File: src/rtl/gigatron_video_out.sv
// rtl/gigatron_video_out.sv - Gigatron OUT/XOUT registers, VGA colour expansion and sync timing monitor
// Optional build macro: BLANK_WHEN_UNLOCKED_EN (forces RGB to black while timing is not locked).
module gigatron_video_out #(
   parameter int LINE_CLKS   = 800,
   parameter int LINE_TOL    = 8,
   parameter int FRAME_LINES = 521,
   parameter int LOCK_FRAMES = 2
) (
   input  logic       i_Clk,
   input  logic       i_Rst_n,
   input  logic       i_Out_We,
   input  logic [7:0] i_Out_Data,
   input  logic [7:0] i_Acc,
   output logic [2:0] o_VGA_Red,
   output logic [2:0] o_VGA_Grn,
   output logic [2:0] o_VGA_Blu,
   output logic       o_VGA_HSync,
   output logic       o_VGA_VSync,
   output logic [7:0] o_Xout,
   output logic       o_Locked,
   output logic [9:0] o_Line_Count
);

   typedef enum logic [1:0] {S_SEARCH, S_MEASURE, S_LOCKED} state_t;

   localparam logic [11:0] PER_MAX   = 12'hFFF;
   localparam logic [9:0]  LINE_MAX  = 10'h3FF;
   // Line count is the zero-based index of the current line, so a full frame ends on FRAME_LINES-1.
   localparam logic [9:0]  LAST_LINE = 10'(FRAME_LINES - 1);
   localparam logic [7:0]  LOCK_N    = 8'(LOCK_FRAMES);
   localparam int          PER_LO    = LINE_CLKS - LINE_TOL;
   localparam int          PER_HI    = LINE_CLKS + LINE_TOL;

   state_t      state_q, state_d;
   logic [7:0]  out_q, out_d;
   logic [7:0]  xout_q, xout_d;
   logic [11:0] per_q, per_d;
   logic [9:0]  line_q, line_d;
   logic [7:0]  good_q, good_d;
   logic        bad_q, bad_d;
   logic        armed_q, armed_d;

   logic hs_rise, hs_fall, vs_fall;
   logic line_ok, line_bad, frame_len_ok, timeout, blank;
   logic signed [31:0] per_s;

   assign hs_rise = i_Out_We & ~out_q[6] &  i_Out_Data[6];
   assign hs_fall = i_Out_We &  out_q[6] & ~i_Out_Data[6];
   assign vs_fall = i_Out_We &  out_q[7] & ~i_Out_Data[7];

   assign per_s        = $signed({20'd0, per_q});
   assign line_ok      = (per_s >= PER_LO) && (per_s <= PER_HI);
   assign line_bad     = hs_fall & armed_q & ~line_ok;
   assign frame_len_ok = (line_q == LAST_LINE);
   assign timeout      = (per_q == PER_MAX);

   always_comb begin
      state_d = state_q;
      good_d  = good_q;
      bad_d   = bad_q;
      armed_d = armed_q | hs_fall;
      out_d   = i_Out_We ? i_Out_Data : out_q;
      xout_d  = hs_rise ? i_Acc : xout_q;
      per_d   = hs_fall ? 12'd1 : (timeout ? per_q : per_q + 12'd1);
      line_d  = line_q;
      if (vs_fall)
         line_d = 10'd0;
      else if (hs_fall && line_q != LINE_MAX)
         line_d = line_q + 10'd1;

      case (state_q)
         S_SEARCH: begin
            if (vs_fall) begin
               state_d = S_MEASURE;
               good_d  = 8'd0;
               bad_d   = 1'b0;
            end
         end
         S_MEASURE: begin
            if (line_bad) bad_d = 1'b1;
            if (vs_fall) begin
               if (bad_q || line_bad || !frame_len_ok) begin
                  state_d = S_SEARCH;
               end else begin
                  good_d = good_q + 8'd1;
                  if (good_q + 8'd1 >= LOCK_N) state_d = S_LOCKED;
               end
            end
         end
         S_LOCKED: begin
            if (line_bad || (vs_fall && !frame_len_ok)) state_d = S_SEARCH;
         end
         default: state_d = S_SEARCH;
      endcase

      if (timeout) state_d = S_SEARCH;
      // Dropping back to SEARCH discards the line reference, so the next period is not judged.
      if (timeout || (state_d == S_SEARCH && state_q != S_SEARCH)) armed_d = 1'b0;
   end

   always_ff @(posedge i_Clk) begin
      if (!i_Rst_n) begin
         state_q <= S_SEARCH;
         out_q   <= 8'hC0;
         xout_q  <= 8'd0;
         per_q   <= 12'd0;
         line_q  <= 10'd0;
         good_q  <= 8'd0;
         bad_q   <= 1'b0;
         armed_q <= 1'b0;
      end else begin
         state_q <= state_d;
         out_q   <= out_d;
         xout_q  <= xout_d;
         per_q   <= per_d;
         line_q  <= line_d;
         good_q  <= good_d;
         bad_q   <= bad_d;
         armed_q <= armed_d;
      end
   end

   function automatic logic [2:0] expand(input logic [1:0] c);
      return {c[1], c[0], c[1]};
   endfunction

`ifdef BLANK_WHEN_UNLOCKED_EN
   assign blank = (state_q != S_LOCKED);
`else
   assign blank = 1'b0;
`endif

   assign o_VGA_Red    = blank ? 3'd0 : expand(out_q[1:0]);
   assign o_VGA_Grn    = blank ? 3'd0 : expand(out_q[3:2]);
   assign o_VGA_Blu    = blank ? 3'd0 : expand(out_q[5:4]);
   assign o_VGA_HSync  = out_q[6];
   assign o_VGA_VSync  = out_q[7];
   assign o_Xout       = xout_q;
   assign o_Locked     = (state_q == S_LOCKED);
   assign o_Line_Count = line_q;

endmodule

File: config.mk
export PLATFORM = sky130hd
export DESIGN_NAME = gigatron_video_out
export DESIGN_NICKNAME = d
export VERILOG_FILES = /design/src/rtl/gigatron_video_out.sv
export SDC_FILE = /design/constraint.sdc
export NUM_CORES = 1
export LEC_CHECK = 0
export BUFFER_PORTS_ARGS = -buffer_cell sky130_fd_sc_hd__buf_2
export CAP_MARGIN = 20
export CORE_UTILIZATION = 29
export CTS_CLUSTER_SIZE = 20
export DETAILED_ROUTE_END_ITERATION = 6
export HOLD_SLACK_MARGIN = 0.15
export PLACE_DENSITY = 0.53
export SYNTH_ARGS = -nofsm -noshare
export SYNTH_HDL_FRONTEND = slang
export SYNTH_SLANG_ARGS = --single-unit
File: constraint.sdc
create_clock -name i_Clk -period 2.6 [get_ports i_Clk]
set_input_delay 0.26 -clock i_Clk [delete_from_list [all_inputs] [get_ports i_Clk]]
set_output_delay 0.26 -clock i_Clk [all_outputs]
set_load 0.02 [all_outputs]
==> impl_results.md <==
- # rows: 33
- Worst Hold Class: in2reg
- I/O Buffers: 48
- Number of hold buffers added after cts: 0
- Ys Warns: 0
- Outcome: completed
- Final period util: 91.0%
- Antenna viol nets, final: 0
- Leakage: 1.27 nW
- DRT iter0 DRCs: ~150
- Core Region: roughly 0.0083 sq mm
- GPL Wtd Cong: 0.828
- Pre-antenna DRT Iters: 4
- Worst-path maximum fanout: 10
- Crit Path Category: reg2reg
- Mean Syn Cell Area: around 8.8 sq um
- Worst-margin pin slew: 0.730 ns
- Max Slew Vio Count: 0
- # DRC: 0
- Routed WL: between 5000 and 6000 microns
- Vias in the first global route: 1,979
- Gr ovfl total: 0
- CP Data Arrival Time: 2.56 ns
- Global-route wire length before repair: slightly above 9000 microns
- Crit path buffers/inverters: 1
- Crit path time final: roughly 2.4 ns
- Die footprint: 0.00905 sq mm
- Mux share of post-synthesis cell area: under 10%
- Adder-Cell Fraction of Synth Area: under 10%
- Ys async rst share: 0%
- Fin. Hold Viols: 0
- Routed via count: roughly 2,100
- Netlist cell types: 53
- Longest Clk Path Bufs: 2
- CTS resizes: 0
- Antenna cells: 0
- Post-CTS Setup Inserts: 0
- RSZ-0062 raised after global routing: no
- Syn Inst Count: ~290
- Max-Cap Viols: 0
- Layout overhead on the synthesized area: 16.2%
- Final hold slack: ~0.19 ns
- Simple-gate share of the synthesized area: about a quarter
- CP Capture Type: flip-flop
- Clk_lat worst skew: 0.30 ns
- Slew HR: about half
- Synthesized area: 0.00251 sq mm
- CTS HTree Levels: 2
- Layout cells sized above 1: 19.4%
- Largest net degree at the start of global routing: 22
- Routed WL per cell: between 10 and 15 microns
- Clock Root Buffer: clkbuf_8
- EDFF count, synth: 0
- Synth Flop Type: dfxtp_1
- Syn Nets: around 310
- Die width: 95.1 microns
- Peak VDD IR: 0.279 mV
- Main combinational cell family by area after synthesis: simple AND/OR/NAND/NOR gates
- Hpwl dp: around 4000 microns
- Sequential element share of the synthesized area: 39.8%
- Fin nets: 348
- Reg clk slew, reported paths: 0.09 ns
- Crit-path cells: inv_1 -> ha_1 -> or4b_4 -> nor4_4 -> o21ai_2 -> a21oi_1 -> mux2_2
- Compound-cell area share of the yosys netlist: between 10% and 20%
- Slowest cell delay on critical path: 0.47 ns
- Flops & latches, synth: 50
- Final setup fails: 0
- Inserted Clock Buffers: 5
- Final setup skew: 0.00630 ns
- PD cells: 504 mW/mm^2
- Sink Count: 50
- Total power: 1.47 mW
- Initial antenna violation count: 0
- CP delay by family, top: simple AND/OR/NAND/NOR gates
- XOR/XNOR Fraction of Synth Area: around 6.3%
- CTS tree: yes
- Vias per cell: between 5 and 6
- Fill cells: 838
- Setup TNS Final: 0 ns
- Worst path required time: around 2.8 ns
- Initial core utilization: 30.3%
- Slowest cell on the critical path: or4b_4
- Die Ht: 95.1 microns
- Gr usage total: 12.9%
- Ports: 49
- CP startpoint kind: flip-flop
- FMAX: 423 MHz
state kept, by name (all words and copies together), names as in the netlist:
name / count
armed_q: 1
bad_q: 1
good_q: 8
o_Line_Count: 10
o_Xout: 8
out_q: 8
per_q: 12
state_q: 2
worst reg2reg max path: cells and delay by family (launching register included):
family                   cells  cell delay, ns
buffers and inverters        1            0.09
adder cells (fa/ha/maj)      1            0.14
AND/OR/NAND/NOR              2            0.76
flip-flops                   1            0.34
multiplexers                 1            0.37
AO/OA/AOI/OAI                2            0.55
final cells by class:
| cell class | instances | area [sq um] | area share [%] |
|---|---|---|---|
| inverters | 7 | 26.3 | 0.899 |
| repair buffers | 49 | 248 | 8.48 |
| well taps | 105 | 131 | 4.50 |
| clock inverters | 2 | 37.5 | 1.28 |
| clock buffers | 6 | 72.6 | 2.48 |
| flip-flops and latches | 50 | 1000 | 34.3 |
| multi-input cells | 210 | 1410 | 48.1 |
report_power, final:
| group | switching [mW] | internal, mW | total, mW |
|---|---|---|---|
| Sequential | 0.0173 | 0.782 | 0.800 |
| Combinational | 0.0769 | 0.0474 | 0.124 |
| Clock | 0.262 | 0.287 | 0.550 |
per-stage QoR:
stage	instances	area, sq um	worst slack [ns]	utilization, %
floorplan	286	2510	0.350	-
global placement	421	2810	0.332	33.9
detailed placement	421	2810	0.260	33.9
CTS	429	2920	0.237	35.2
global route	429	2920	0.155	35.2
finish	429	2920	0.235	35.2
synth_stat cells (2+ instances only):
cell type  count  area, sq um
buf_4          3         22.5
nor3_1         3         15.0
and3_1         6         37.5
nand4b_1       3         26.3
nor3b_1        2         15.0
or4b_1         2         20.0
nand3_1        7         35.0
nand2_1       22         82.6
or2_2          2         12.5
inv_1          7         26.3
and4_1         4         35.0
or4_1          2         15.0
nor2_1        38          143
mux2i_1       19          190
o211ai_1       5         37.5
a21oi_1       11         55.1
o21ai_0        4         20.0
nand3b_1       4         30.0
xnor2_1        4         35.0
and2_1         2         12.5
ha_1           6         75.1
nor2b_1        3         18.8
o2111ai_1      2         17.5
clkbuf_1      15         56.3
and3b_1        2         17.5
a31oi_1        6         37.5
a211oi_1       4         30.0
xor2_1        14          123
nor4_1         3         18.8
dfxtp_1       50         1000
nand4_1        9         56.3
metal layers:
metal | track usage [%] | vias up | part of all wire, %
met4 | 4.55 | 0 | 1.2
met1 | 17.9 | 985 | 50
met5 | 0 | - | 0
met2 | 19.2 | 57 | 43
met3 | 3.27 | 4 | 5.4
li1 | - | 1100 | -
cell usage in the layout (no fill, tap or decap), drive strengths merged, types with 5 or more instances in the layout:
cell type	n
clkbuf	6
and3	6
o21ai	5
nand3	7
a31oi	6
mux2i	19
dfxtp	50
inv	7
a21oi	11
o211ai	5
buf	49
xor2	14
ha	6
nand4	9
nor2	38
nand2	22
cells by family after synthesis:
kind of cell               count (synthesis)
AOI/OAI and AO/OA                         47
xor gates and xnor gates                  18
adders and majority gates                  6
buffers and inverters                     26
DFF                                       50
muxes                                     20
and+or+nand+nor                          119
path summary, 6_finish.rpt:
kind                                startpoint                endpoint  slack, ns  depth (start not counted)
setup / recovery  o_Line_Count[0]$_SDFFE_PP0P_  good_q[6]$_SDFFE_PN0P_       0.23                          7
hold / removal                        i_Acc[4]  o_Xout[4]$_SDFFE_PN0P_       0.19                          3
hold reg to reg          per_q[8]$_SDFFE_PP0P_   per_q[8]$_SDFFE_PP0P_       0.50                          1
setup reg to reg  o_Line_Count[0]$_SDFFE_PP0P_  good_q[6]$_SDFFE_PN0P_       0.23                          7
(Power assumes the default switching activity.)
